==> src/rtl/viterbi_frame_ctrl.sv <==
`default_nettype none
// ============================================================================
// Module  : viterbi_frame_ctrl
// Brief   : Frame sequencer for a K=3 rate-1/2 Viterbi ACS + survivor memory.
// Revision: 1.0  initial release
// ============================================================================
module viterbi_frame_ctrl #(
    parameter int DEPTH = 15,
    parameter int AW    = 4
) (
    input  logic          clk,
    input  logic          rst,
    input  logic          start,
    input  logic [AW-1:0] frame_len,
    input  logic [1:0]    sym_in,
    input  logic          sym_valid,
    output logic          sym_ready,
    output logic          acs_en,
    output logic          acs_init,
    output logic [AW-1:0] surv_waddr,
    input  logic [1:0]    best_state,
    output logic [AW-1:0] surv_raddr,
    input  logic [3:0]    surv_rdata,
    output logic          dec_bit,
    output logic          dec_valid,
    input  logic          dec_ready,
    output logic          busy,
    output logic          done
);

    typedef enum logic [2:0] {
        IDLE   = 3'd0,
        ACQ    = 3'd1,
        SETTLE = 3'd2,
        TB     = 3'd3,
        OUT    = 3'd4
    } state_t;

    localparam logic [AW-1:0] C_MIN_LEN = AW'(3);
    localparam logic [AW-1:0] C_MAX_LEN = AW'(DEPTH);
    localparam logic [AW-1:0] C_ONE     = AW'(1);

    state_t          r_state;
    state_t          w_state_next;
    logic [AW-1:0]   r_len;
    logic [AW-1:0]   r_idx;
    logic [AW-1:0]   r_tb_idx;
    logic [AW-1:0]   r_out_idx;
    logic [1:0]      r_tb_state;
    logic [DEPTH-1:0] r_bits;
    logic            r_dec_valid;
    logic            r_dec_bit;
    logic            r_done;
    logic [AW-1:0]   w_last;
    logic [AW-1:0]   w_len_clamped;
    logic            w_accept;
    logic            w_out_accept;

    assign w_last        = r_len - C_ONE;
    assign w_len_clamped = (frame_len < C_MIN_LEN) ? C_MIN_LEN :
                           (frame_len > C_MAX_LEN) ? C_MAX_LEN : frame_len;

    // Reset masks the ready so a symbol presented during reset is never taken.
    assign sym_ready    = (r_state == ACQ) & ~rst;
    assign w_accept     = sym_valid & sym_ready;
    assign acs_en       = w_accept;
    assign acs_init     = w_accept & (r_idx == '0);
    assign surv_waddr   = (r_state == ACQ) ? r_idx : '0;
    assign surv_raddr   = (r_state == TB) ? r_tb_idx : '0;
    assign dec_valid    = r_dec_valid;
    assign dec_bit      = r_dec_bit;
    assign busy         = (r_state != IDLE);
    assign done         = r_done;
    assign w_out_accept = r_dec_valid & dec_ready;

    always_ff @(posedge clk) begin
        if (rst) begin
            r_state <= IDLE;
        end else begin
            r_state <= w_state_next;
        end
    end

    always_comb begin
        w_state_next = r_state;
        case (r_state)
            IDLE:    if (start) w_state_next = ACQ;
            ACQ:     if (w_accept && (r_idx == w_last)) w_state_next = SETTLE;
            SETTLE:  w_state_next = TB;
            TB:      if (r_tb_idx == '0) w_state_next = OUT;
            OUT:     if (w_out_accept && (r_out_idx == w_last)) w_state_next = IDLE;
            default: w_state_next = IDLE;
        endcase
    end

    always_ff @(posedge clk) begin
        if (rst) begin
            r_len       <= '0;
            r_idx       <= '0;
            r_tb_idx    <= '0;
            r_out_idx   <= '0;
            r_tb_state  <= '0;
            r_bits      <= '0;
            r_dec_valid <= 1'b0;
            r_dec_bit   <= 1'b0;
            r_done      <= 1'b0;
        end else begin
            r_done <= 1'b0;
            case (r_state)
                IDLE: begin
                    if (start) begin
                        r_len <= w_len_clamped;
                        r_idx <= '0;
                    end
                end
                ACQ: begin
                    // The index stops at N-1 so it never exceeds the memory range.
                    if (w_accept && (r_idx != w_last)) r_idx <= r_idx + C_ONE;
                end
                SETTLE: begin
                    r_tb_state <= best_state;
                    r_tb_idx   <= w_last;
                end
                TB: begin
                    r_bits[r_tb_idx] <= r_tb_state[1];
                    r_tb_state       <= {r_tb_state[0], surv_rdata[r_tb_state]};
                    if (r_tb_idx == '0) begin
                        r_out_idx <= '0;
                    end else begin
                        r_tb_idx <= r_tb_idx - C_ONE;
                    end
                end
                OUT: begin
                    // Output stage is registered: first cycle in OUT loads bit 0.
                    if (!r_dec_valid) begin
                        r_dec_valid <= 1'b1;
                        r_dec_bit   <= r_bits[r_out_idx];
                    end else if (dec_ready) begin
                        if (r_out_idx == w_last) begin
                            r_dec_valid <= 1'b0;
                            r_dec_bit   <= 1'b0;
                            r_done      <= 1'b1;
                        end else begin
                            r_out_idx <= r_out_idx + C_ONE;
                            r_dec_bit <= r_bits[r_out_idx + C_ONE];
                        end
                    end
                end
                default: ;
            endcase
        end
    end

endmodule
`default_nettype wire
==> config.mk <==
export PLATFORM = sky130hd
export DESIGN_NAME = viterbi_frame_ctrl
export DESIGN_NICKNAME = d
export VERILOG_FILES = /design/src/rtl/viterbi_frame_ctrl.sv
export SDC_FILE = /design/constraint.sdc
export NUM_CORES = 1
export LEC_CHECK = 0
export BUFFER_PORTS_ARGS = -buffer_cell sky130_fd_sc_hd__buf_2
export CORE_MARGIN = 10
export CORE_UTILIZATION = 40
export DETAILED_ROUTE_END_ITERATION = 8
export HOLD_SLACK_MARGIN = 0.15
export PLACE_DENSITY = 0.54
export SKIP_LAST_GASP = 1
export SLEW_MARGIN = 20
export SYNTH_ARGS = -nofsm -noshare
export SYNTH_HDL_FRONTEND = slang
export SYNTH_SLANG_ARGS = --single-unit
export TNS_END_PERCENT = 20
==> constraint.sdc <==
create_clock -name clk -period 2.45 [get_ports clk]
set_clock_uncertainty 0.05 [all_clocks]
set_input_delay 0.1225 -clock clk [delete_from_list [all_inputs] [get_ports clk]]
set_output_delay 0.1225 -clock clk [all_outputs]
set_load 0.05 [all_outputs]
* Word level (Yosys, flattened, before mapping)
Index checks and enable logic that the tools add are counted.
** Operators by class
- $add $sub $neg :: 4
- Order comparisons :: 7
- Eq/ne operators :: 17
- Mux-type cells :: 36
- Bitwise operators :: 8
- Reduce and logical (&&, ||, !) cells :: 18
** Operators with widths (count)
- $mux 4 :: 11
- $pmux 4 s2 :: 3
- $bwmux 15 :: 1
- $lt 4x5->1 const B :: 3
- $pmux 3 s5 :: 1
- $ne 2x2->1 const B :: 7
- $mux 3 :: 4
- $mux 1 :: 11
- $add 4x1->4 const B :: 2
- $bmux 1 s4 :: 2
- $eq 4x4->1 :: 2
- $logic_not 4->1 :: 2
- $sub 4x1->4 const B :: 2
- $eq 3x2->1 const B :: 2
- $ne 2x1->1 const B :: 3
- $reduce_and 2->1 :: 3
- $reduce_bool 2->1 :: 3
- $reduce_and 5->1 :: 1
- $and 1x1->1 :: 4
- $demux 1 s4 :: 1
- $ge 4x1->1 const B :: 1
- $gt 4x4->1 const B :: 1
- $logic_and 1x1->1 :: 4
- $lt 4x2->1 const B :: 1
- 12 further kinds :: 15
** Storage, ports and cells
- Register bits after elaboration :: 39
- Input port bits :: 17
- Output and inout port bits :: 15
- Logic and storage cells :: 100

* Depth between registers and ports, before layout
Gate-level depths: netlist of run 1.
- Word-level depth :: 6
- Depth in mapped cells :: 7
- Mapped depth without buffers :: 6

* Least setup slack after synthesis of run 1
OpenSTA, ideal clock, no wires.
- Kind :: flip-flop to output port
- Start :: register r_state[0]
- End :: output acs_init
- Arrival :: 1.826 ns
- Data required time :: 2.277 ns
- Setup slack :: 0.452 ns
- Stages on the path, launching flop included :: 5
- Path buffers :: 1
- Cell sequence :: dfxtp_1 -> buf_2 -> nor3b_1 -> and3_1 -> and4_1
** On the way
- Cells in the longest elaborated chain, start to end :: 4
** RTL lines
- start: declaration :: RTL line 43 : state_t r_state;
- start signal: assignment :: RTL line 80 : r_state <= w_state_next;
- $eq 3x1->1 :: RTL line 64 : assign sym_ready = (r_state == ACQ) & ~rst;
- $and 1x1->1 :: RTL line 64
- $and 1x1->1 :: RTL line 65 : assign w_accept = sym_valid & sym_ready;
- via acs_en :: RTL line 18 : output logic acs_en,
- $and 1x1->1 :: RTL line 67 : assign acs_init = w_accept & (r_idx == '0);
- end: declaration :: RTL line 19 : output logic acs_init,
The timed path passes the listed nets, and every way through them passes these cells.

* Final worst setup path of run 1
- Start :: register r_len[1]
- End :: register r_out_idx[1]
** On the way
- Cells in the longest elaborated chain, start to end :: 4
** RTL lines
- start: declaration :: RTL line 45 : logic [AW-1:0] r_len;
- start signal: assignment :: RTL line 112 : r_len <= w_len_clamped;
- $sub 4x1->4 :: RTL line 59 : assign w_last = r_len - C_ONE;
- $eq 4x4->1 :: RTL line 139 : if (r_out_idx == w_last) begin
- $ne 2x2->1 (no line)
- $reduce_and 5->1 (no line)
- end signal: assignment :: RTL line 144 : r_out_idx <= r_out_idx + C_ONE;
- end: declaration :: RTL line 48 : logic [AW-1:0] r_out_idx;
Every way passes these cells.
A chain may end at the register's enable or synchronous reset.

==> results of run 1 <==
worst paths after layout:
kind,to,start,cells past startpoint,slack [ns]
setup / recovery,r_out_idx[1],r_len[1],6,0.41
hold / removal,dec_valid,dec_ready,4,0.24
setup reg to reg,r_out_idx[1],r_len[1],6,0.41
hold reg to reg,r_len[0],r_len[0],2,0.45
cell type report:
class	instances	share of cell area
repair buffers	47	0.102
inverters	12	0.0151
multi-input cells	217	0.560
flip-flops and latches	39	0.262
clock inverters	2	0.00420
well taps	77	0.0323
clock buffers	6	0.0244
placed cells by master (no fill, tap or decap), drive strengths merged, types with 7 or more instances in the layout:
cell type    instances
nand2               11
dfxtp               39
dlygate4sd3          9
a21oi                9
nand3               12
a211oi               8
buf                 38
nor2                37
mux2i               27
inv                 12
ha                   9
nand4b               8
a31oi                7
xnor2                7
cells by family after synthesis:
logic type	Yosys count	share of synthesized area
xor gates and xnor gates	15	0.0613
buffers and inverters	37	0.0689
DFF	39	0.297
muxes	34	0.154
and+or+nand+nor	107	0.230
adders and majority gates	9	0.0428
AOI/OAI and AO/OA	52	0.146
metal layers:
metal	global-route usage	vias up	share of wire
met2	0.208	29	0.47
li1	-	1125	-
met1	0.174	1077	0.49
met4	0.0322	0	0.0091
met5	0	-	0
met3	0.0247	5	0.036
stage by stage:
step | area, sq um | hold WS [ns] | setup WS [ns]
after floorplan | 2630 | 0.208 | 0.452
after global placement | 2800 | 0.332 | 0.424
after detailed placement | 2800 | 0.333 | 0.415
after CTS | 2980 | 0.231 | 0.417
after global routing | 2980 | 0.256 | 0.283
final | 2980 | 0.241 | 0.414
what timing repair did:
item / in CTS / in global routing
gates resized for setup: 0 / 0
hold endpoints to repair: 8 / 0
hold buffers: 9 / 0
flip-flops by register name (all words and copies together) (netlist names):
name	flops
r_out_idx	4
r_state	3
r_tb_state	2
dec_valid	1
r_len	4
r_idx	4
r_tb_idx	4
done	1
dec_bit	1
r_bits	15
where the power goes:
| group | switching (mW) | leakage (nW) | internal [mW] |
|---|---|---|---|
| Sequential | 0.0124 | 0.315 | 0.642 |
| Combinational | 0.122 | 0.905 | 0.0872 |
| Clock | 0.240 | 0.0412 | 0.199 |
| Total | 0.375 | 1.26 | 0.928 |
worst min-delay path, delay by kind of cell:
kind	cells	cell delay [ns]
and+or+nand+nor	2	0.21
buffers and inverters	1	0.10
AOI/OAI and AO/OA	1	0.09
==> summary.md, run 1 <==
| Metric | Value |
|---|---|
| Run status | `finished, final reports clean` |
| Row cnt | `29` |
| Clock slew at reported path FFs | `around 0.080 ns` |
| Worst-margin pin slew | `approximately 0.55 ns` |
| Post-route minimum period | `2.04 ns` |
| Avg Cell Area, Syn | `~9 sq um` |
| Total gr overflow | `0` |
| Achievable Freq | `between 400 and 500 MHz` |
| Pins Over Slew Limit | `0` |
| Ports | `32` |
| Worst Hold Class | `in2reg` |
| Unrepaired setup endpoints after global routing | `false` |
| Die Area | `just over 10000 sq um` |
| Die H | `about 100 microns` |
| Setup tns final | `0 ns` |
| CTS tree | `built` |
| Syn. warnings | `0` |
| Startpoint Class | `flop` |
| Nets@finish | `about 350` |
| Rel. slew slack | `0.632` |
| Synth Flop Type | `dfxtp_1` |
| Number of enable flip-flop cells after synthesis | `0` |
| Vias in the first global route | `around 2.2k` |
| Mapped Nets | `319` |
| Longest Clk Path Bufs | `2` |
| Final Wtd Congestion | `about 0.84` |
| Largest net degree at the start of global routing | `28` |
| Slowest CP cell | `dfxtp_1` |
| H-Tree Depth | `2` |
| Port bufs | `29` |
| DR vias/cell | `approximately 5.6` |
| Count leader, synth | `dfxtp_1` |
| Global-route wire length before repair | `around 11 mm` |
| CP cell instances | `inv_1 > ha_1 > xor2_1 > nand3_1 > o21ai_1 > mux2i_1` |
| Cell taking the most area after synthesis | `dfxtp_1` |
| FILL cells | `approximately 640` |
| Clk sinks | `39` |
| Mapped Cells | `between 200 and 300` |
| Synth top area cells | `dfxtp_1 30%, mux2i_1 10%, nor2_1 5.3%` |
| Crit path DAT | `roughly 2.2 ns` |
| Initial drt markers | `about 130` |
| Crit-path max cell delay | `0.44 ns` |
| Layout area overhead | `13.2%` |
| Clock latency on the worst-skew pair | `between 0.2 and 0.3 ns` |
| #FFs+latches synth | `39` |
| Unique masters post-synth | `62` |
| Area of the multi-input gates | `1670 sq um` |
| Critical path's top delay family | `flip-flops` |
| Average wire per standard cell | `15.9 microns` |
| Core Util, Final | `0.466` |
| Die width | `101 microns` |
| Finished Layout Cells | `400` |
| GRT Util Overall | `0.129` |
| Leakage | `1.26 nW` |
| Critical Path RT | `2.61 ns` |
| Post-synth top cells | `39 x dfxtp_1, 37 x nor2_1, 27 x mux2i_1` |
| Root buf cell | `clkbuf_8` |
| DRC | `0` |
| Vias | `2236` |
| Initial Utilization | `0.412` |
| Worst setup EP type | `flop` |
| DR pass1 iterations | `4` |
| Max Cap Viol | `0` |
| Final Power | `1.30 mW` |
| Initial antenna violation count | `0` |
| Max VDD drop | `roughly 0.0002 V` |
| Setup Viol. Count Final | `0` |
| Core area | `~6400 sq um` |
| Register area share after synthesis | `0.297` |
| # diodes | `0` |
| Final hold violation count | `0` |
| Synthesized area | `roughly 2600 sq um` |
| Routed Wire Length | `around 6.4 mm` |
| Placed cells | `between 300 and 400` |
| Crit Path Max Fanout | `4` |
| Ys async rst share | `0` |
| Yosys top cell area share | `0.297` |
| Final ANT Viol Nets | `0` |
| Setup bufs post-CTS | `0` |
| CP Class | `reg2reg` |
| Pwr/cell area | `around 440 nW/um^2` |
| Final worst path period share | `0.831` |
| Seq. cell area | `just under 800 sq um` |
| Final HPWL DP | `approximately 4.6 mm` |
| CTS Buf Count | `5` |
| WP buf/inv | `1` |
| Layout cells sized above 1 | `0.195` |
Note: power is estimated with default switching activity, not from simulation.
==> inputs of run 2 (changes only) <==
--- a/config.mk
+++ b/config.mk
@@ -5,12 +5,13 @@
 export SDC_FILE = /design/constraint.sdc
 export NUM_CORES = 1
 export LEC_CHECK = 0
+export ABC_AREA = 1
 export BUFFER_PORTS_ARGS = -buffer_cell sky130_fd_sc_hd__buf_2
 export CORE_MARGIN = 10
 export CORE_UTILIZATION = 40
 export DETAILED_ROUTE_END_ITERATION = 8
 export HOLD_SLACK_MARGIN = 0.15
-export PLACE_DENSITY = 0.54
+export PLACE_DENSITY = 0.57
 export SKIP_LAST_GASP = 1
 export SLEW_MARGIN = 20
 export SYNTH_ARGS = -nofsm -noshare
==> constraint.sdc (replaced) <==
create_clock -name clk -period 1.7 [get_ports clk]
set_clock_uncertainty 0.05 [all_clocks]
set_input_delay 0.085 -clock clk [delete_from_list [all_inputs] [get_ports clk]]
set_output_delay 0.085 -clock clk [all_outputs]
set_load 0.05 [all_outputs]
==> summary.md, run 2 <==
| Metric | Value |
|---|---|
| Pwr/cell area | `1200 nW/um^2 (+170%)` |
| Die Area | `9710 sq um (-5.0%)` |
| Max reg flops | `15 (unchanged)` |
| Layout area overhead | `26.4%` |
| Global-route wire length before repair | `11.5 mm (+5.8%)` |
| Clock slew at reported path FFs | `0.08 ns (about the same)` |
| Unique masters post-synth | `34 (-45%)` |
| Simple-gate area share of the yosys netlist | `0.315 (+0.0844)` |
| Core area | `5960 sq um (-6.7%)` |
| Syn. warnings | `0 (unchanged)` |
| Root buf cell | `clkbuf_8` |
| Final worst path period share | `0.970 (+0.139)` |
| Leakage | `1.38 nW (+9.2%)` |
| Die H | `98.5 microns (-2.6%)` |
| Ports | `32 (unchanged)` |
| Worst Hold Margin | `0.156 ns (-0.0850 ns)` |
| #FFs+latches synth | `39 (unchanged)` |
| Synthesized area | `2470 sq um (-6.3%)` |
| Post-synth top cells | `54 x nand2_1, 48 x nor2_1, 44 x inv_1` |
| Clock share of power | `0.224 (-0.113)` |
| Sequential share of power | `0.321 (-0.181)` |
| Synth Area in Adders | `0.0457 (+0.00287)` |
| Setup tns final | `0 ns (unchanged)` |
| Final Wtd Congestion | `0.827 (-1.5%)` |
| Seq. cell area | `786 sq um (+0.64%)` |
| CTS Buf Count | `5 (unchanged)` |
| DR pass1 iterations | `4 (unchanged)` |
| Worst Hold Class | `in2reg` |
| Final ANT Viol Nets | `0 (unchanged)` |
| Most frequent cells in the layout | `51 x nand2_1, 45 x nor2_1, 43 x inv_1` |
| Post-route minimum period | `1.65 ns (-0.387 ns)` |
| Post-synthesis compound-gate area fraction | `0.198 (+0.0519)` |
| Mapped Nets | `404 (+27%)` |
| DRC | `0 (unchanged)` |
| Initial antenna violation count | `0 (unchanged)` |
| H-Tree Depth | `2 (unchanged)` |
| Longest Clk Path Bufs | `2 (unchanged)` |
| Row cnt | `28 (-3.4%)` |
| Area of the multi-input gates | `1470 sq um (-12%)` |
| # diodes | `0 (unchanged)` |
| Total gr overflow | `0 (unchanged)` |
| Die width | `98.5 microns (-2.6%)` |
| Average wire per standard cell | `13.1 microns (-18%)` |
| Most flops, register | `r_bits` |
| Dominant combinational cell family by area after synthesis | `simple AND/OR/NAND/NOR gates` |
| Mux contribution to synthesized area | `0 (-0.154)` |
| DR vias/cell | `5.09 (-8.9%)` |
| Synth Flop Type | `dfxtp_1` |
| Avg Cell Area, Syn | `6.52 sq um (-27%)` |
| Final hold violation count | `0 (unchanged)` |
| Initial drt markers | `126 (unchanged)` |
| Worst setup EP type | `flop` |
| Vias in the first global route | `2447 (+12%)` |
| Synth top area cells | `dfxtp_1 32%, nand2_1 8.2%, nand3_1 7.7%` |
| Port bufs | `29 (unchanged)` |
| Routed Wire Length | `6.68 mm (+5.1%)` |
| Int Pwr | `2.17 mW (+130%)` |
| Setup Viol. Count Final | `0 (unchanged)` |
| FILL cells | `640 (-0.16%)` |
| Layout cells sized above 1 | `0.232 (+0.0366)` |
| Startpoint Class | `flop` |
| Nets@finish | `461 (+32%)` |
| Critical Path RT | `1.88 ns (-0.73 ns)` |
| GRT Util Overall | `0.138 (+0.00850)` |
| Clock latency on the worst-skew pair | `0.30 ns (about the same)` |
| Register area share after synthesis | `0.317 (+0.0199)` |
| Final Power | `3.73 mW (+190%)` |
| Crit Path Max Fanout | `6 (+2)` |
| Number of enable flip-flop cells after synthesis | `0 (unchanged)` |
| Ys async rst share | `0 (unchanged)` |
| Achievable Freq | `606 MHz (+23%)` |
| Largest net degree at the start of global routing | `23 (-18%)` |
| Synth Area in XOR/XNOR | `0.0178 (-0.0436)` |
| Sw Share | `0.417 (+0.130)` |
| Max VDD drop | `0.000579 V (+190%)` |
| Unrepaired setup endpoints after global routing | `true` |
| Cell taking the most area after synthesis | `dfxtp_1` |
| Final HPWL DP | `5.14 mm (+12%)` |
| Switching pwr | `1.55 mW (+320%)` |
| Crit path DAT | `1.83 ns (-0.37 ns)` |
| CP Class | `reg2reg` |
| Vias | `2601 (+16%)` |
| Worst-margin pin slew | `0.489 ns (-0.0626 ns)` |
| Max Cap Viol | `0 (unchanged)` |
| Initial Utilization | `0.414 (+0.00205)` |
| Run status | `finished, final reports clean` |
| CTS tree | `built` |
| Logic pwr share | `0.455 (+0.294)` |
| Count leader, synth | `nand2_1` |
| Commonest non-fill, non-tap cell in the layout | `nand2_1` |
| Rel. slew slack | `0.673 (+0.0418)` |
| Yosys top cell area share | `0.317 (+0.0199)` |
| Clk sinks | `39 (unchanged)` |
| Setup bufs post-CTS | `0 (unchanged)` |
| Mapped Cells | `378 (+29%)` |
| Pins Over Slew Limit | `0 (unchanged)` |
[run 2: changes by cell type after synthesis, sizes merged, moves of 13 or more]
cell,change
a21oi,+22
nand2,+52
nand3,+27
inv,+41
o21ai,+34
nor2,+13
mux2i,-27
[run 2: worst max-delay path, stage by stage, from the launching register on]
cell and delay (ns):
dfxtp_1 0.34, ha_1 0.39, inv_1 0.12, nor2_1 0.11, nor2_1 0.05, o21ai_0 0.08
o21ai_0 0.13, nand2_1 0.08, nand4_1 0.09, a21oi_1 0.14
[run 2: power by group through the flow]
| stage | clock (mW) | combinational (mW) | sequential, mW |
|---|---|---|---|
| 6_report | 0.836 | 1.69 | 1.20 |
| 5_1_grt | 0.882 | 1.92 | 1.22 |
| 4_1_cts | 0.848 | 1.62 | 1.18 |
| 3_5_place_dp | 0 | 1.59 | 1.20 |
| 3_3_place_gp | 0 | 1.59 | 1.20 |
| 2_1_floorplan | 0 | 1.10 | 1.18 |
[run 2: logic make-up (layout without fill, tap and decap cells)]
family,Yosys count,in the layout
AOI/OAI and AO/OA,89,89
xor gates and xnor gates,5,5
adders and majority gates,9,9
buffers and inverters,67,125
DFF,39,39
and+or+nand+nor,169,169
[run 2: worst paths after layout]
check | start | to | slack, ns | cells after the start
worst max-delay path | r_out_idx[0] | dec_bit | 0.05 | 9
worst min-delay path | surv_rdata[2] | r_tb_state[0] | 0.16 | 5
worst max register to register | r_out_idx[0] | dec_bit | 0.05 | 9
worst min register to register | r_bits[0] | r_bits[0] | 0.43 | 2
[run 2: cell type report]
class,count,area share
multi-input cells,272,0.470
flip-flops and latches,39,0.252
repair buffers,64,0.145
inverters,53,0.0638
well taps,75,0.0301
clock buffers,6,0.0265
clock inverters,2,0.0124
[run 2: metrics by stage]
stage                     instances  setup slack (ns)  instance area (sq um)   util
after floorplan                 378           -0.0249                   2470      -
final                           511            0.0502                   3120  0.523
after global routing            511           -0.0700                   3120  0.523
after CTS                       511           -0.0427                   3050  0.513
after detailed placement        494          -0.00233                   2840  0.476
after global placement          494           0.00602                   2840  0.476
[run 2: what timing repair did]
action / 4_1_cts / 5_1_grt
hold buffers: 9 / 0
setup endpoints to repair: 9 / 19
hold endpoints to repair: 9 / 0
resized for setup: 2 / 27
pin swaps: 0 / 3
[run 2: per-layer routing]
metal  GRT usage  wire length (microns)  up-vias
met3      0.0328                    352        8
met4      0.0375                     63        0
met2       0.210                   2960       52
met5           0                      0        -
li1            -                      -     1371
met1       0.188                   3300     1170
==> inputs of run 3 (changes only) <==
--- a/config.mk
+++ b/config.mk
@@ -5,11 +5,11 @@
 export SDC_FILE = /design/constraint.sdc
 export NUM_CORES = 1
 export LEC_CHECK = 0
-export ABC_AREA = 1
 export BUFFER_PORTS_ARGS = -buffer_cell sky130_fd_sc_hd__buf_2
 export CORE_MARGIN = 10
 export CORE_UTILIZATION = 40
 export DETAILED_ROUTE_END_ITERATION = 8
+export GPL_ROUTABILITY_DRIVEN = 0
 export HOLD_SLACK_MARGIN = 0.15
 export PLACE_DENSITY = 0.57
 export SKIP_LAST_GASP = 1
==> summary.md, run 3 (synthesized netlist as in run 1, its figures left out) <==
| Metric | Value |
|---|---|
| Final ANT Viol Nets | `0 (unchanged)` |
| # diodes | `0 (unchanged)` |
| CTS Buf Count | `5 (unchanged)` |
| FILL cells | `607 (-5.2%)` |
| Clk sinks | `39 (unchanged)` |
| Core area | `6390 sq um (+7.2%)` |
| Longest Clk Path Bufs | `2 (unchanged)` |
| Die H | `101 microns (+2.6%)` |
| Max VDD drop | `0.000437 V (-25%)` |
| Vias | `2333 (-10%)` |
| Port bufs | `29 (unchanged)` |
| GRT Util Overall | `0.132 (-0.00598)` |
| DRC | `0 (unchanged)` |
| Average wire per standard cell | `15.6 microns (+20%)` |
| DR vias/cell | `5.41 (+6.3%)` |
| CTS tree | `built` |
| Max Cap Viol | `0 (unchanged)` |
| Final worst path period share | `1.07 (+0.101)` |
| Worst Hold Class | `in2reg` |
| DR pass1 iterations | `4 (unchanged)` |
| Clock latency on the worst-skew pair | `0.29 ns (about the same)` |
| Initial antenna violation count | `0 (unchanged)` |
| Commonest non-fill, non-tap cell in the layout | `buf_4` |
| Most frequent cells in the layout | `45 x buf_4, 37 x nor2_1, 33 x dfxtp_1` |
| Startpoint Class | `flop` |
| Pwr/cell area | `642 nW/um^2 (-46%)` |
| Layout area overhead | `28.5%` |
| Final HPWL DP | `5.01 mm (-2.5%)` |
| Ports | `32 (unchanged)` |
| Final hold violation count | `0 (unchanged)` |
| Max reg flops | `15 (unchanged)` |
| Most flops, register | `r_bits` |
| Run status | `complete, but fails checks` |
| Post-route minimum period | `1.82 ns (+0.171 ns)` |
| Die Area | `10200 sq um (+5.3%)` |
| Setup Viol. Count Final | `13 (+13)` |
| Largest net degree at the start of global routing | `23 (unchanged)` |
| Vias in the first global route | `2307 (-5.7%)` |
| Worst setup EP type | `flop` |
| Crit Path Max Fanout | `5 (-1)` |
| Nets@finish | `379 (-18%)` |
| Worst-margin pin slew | `0.455 ns (-0.0343 ns)` |
| Setup tns final | `-0.475 ns (-0.475 ns)` |
| Row cnt | `29 (+3.6%)` |
| Crit path DAT | `1.94 ns (+0.11 ns)` |
| Routed Wire Length | `6.73 mm (+0.82%)` |
| Root buf cell | `clkbuf_8` |
| Final Power | `2.17 mW (-42%)` |
| Unrepaired setup endpoints after global routing | `true` |
| Failing checks | `setup timing` |
| Fin worst setup slack | `-0.121 ns (-0.171 ns)` |
| Die width | `101 microns (+2.6%)` |
| Global-route wire length before repair | `11.1 mm (-3.8%)` |
| Leakage | `1.47 nW (+6.5%)` |
| Rel. slew slack | `0.695 (+0.0211)` |
| Total gr overflow | `0 (unchanged)` |
| H-Tree Depth | `2 (unchanged)` |
| Critical Path RT | `1.82 ns (-0.06 ns)` |
| Achievable Freq | `549 MHz (-9.4%)` |
| Initial drt markers | `79 (-37%)` |
| Layout cells sized above 1 | `0.325 (+0.0932)` |
| Clock slew at reported path FFs | `0.08 ns (about the same)` |
| Initial Utilization | `0.412 (-0.00205)` |
| Pins Over Slew Limit | `0 (unchanged)` |
| CP Class | `reg2reg` |
[run 3: cell count changes in the layout (fill, tap and decap cells not counted), sizes merged, moves of 5 or more]
cell,before,now
a211oi,2,8
a21oi,31,9
buf,54,71
inv,54,12
mux2i,0,27
mux4,0,5
nand2,63,11
nand3,39,12
nand4b,0,8
nor2,50,37
o211ai,7,1
o21ai,40,6
xnor2,2,7
[run 3: final cells by class]
type / count / area [sq um] / area share
multi-input cells: 217 / 1770 / 0.524
inverters: 12 / 45.0 / 0.0133
clock buffers: 6 / 82.6 / 0.0244
well taps: 77 / 96.3 / 0.0285
flip-flops and latches: 39 / 791 / 0.234
repair buffers: 78 / 559 / 0.165
clock inverters: 2 / 35.0 / 0.0104
[run 3: power breakdown]
part	total, mW	internal (mW)	switching, mW
registers	0.941	0.925	0.0157
logic	0.410	0.193	0.217
clock network	0.818	0.475	0.343
[run 3: critical path, cell delays in order, from the launching register on]
cell and delay, ns:
dfxtp_2 0.34, ha_4 0.30, mux4_2 0.50, mux2_4 0.28
o221ai_2 0.14, o211ai_1 0.09
[run 3: worst paths after layout]
check	startpoint	to	slack (ns)	cells past startpoint
worst max register to register	r_out_idx[0]	dec_bit	-0.12	5
worst max-delay path	r_out_idx[0]	dec_bit	-0.12	5
worst min-delay path	dec_ready	r_state[2]	0.21	4
worst min register to register	r_len[2]	r_len[2]	0.44	2
[run 3: through the flow]
stage	area (sq um)	utilization	instances	setup WS, ns	hold slack (ns)
finish	3380	0.529	431	-0.121	0.213
CTS	3330	0.522	430	-0.104	0.200
detailed placement	3080	0.482	414	-0.267	0.295
floorplan	2670	-	293	-0.169	0.171
global route	3380	0.529	431	-0.166	0.231
global placement	3080	0.482	414	-0.213	0.296
[run 3: metal layers]
layer,wire [microns],track usage,vias to the layer above,share of wire
met3,282,0.0295,6,0.042
li1,-,-,1189,-
met4,57,0.0354,0,0.0085
met5,0,0,-,0
met1,3070,0.170,1099,0.46
met2,3320,0.216,39,0.49
[run 3: repair_timing]
| action | CTS | global route |
|---|---|---|
| gates resized for setup | 17 | 7 |
| endpoints found under the setup margin | 23 | 24 |
| buffers inserted | 1 | 1 |
| endpoints found under the hold margin | 8 | 0 |
| pin swaps | 3 | 5 |
| hold buffers | 7 | 0 |
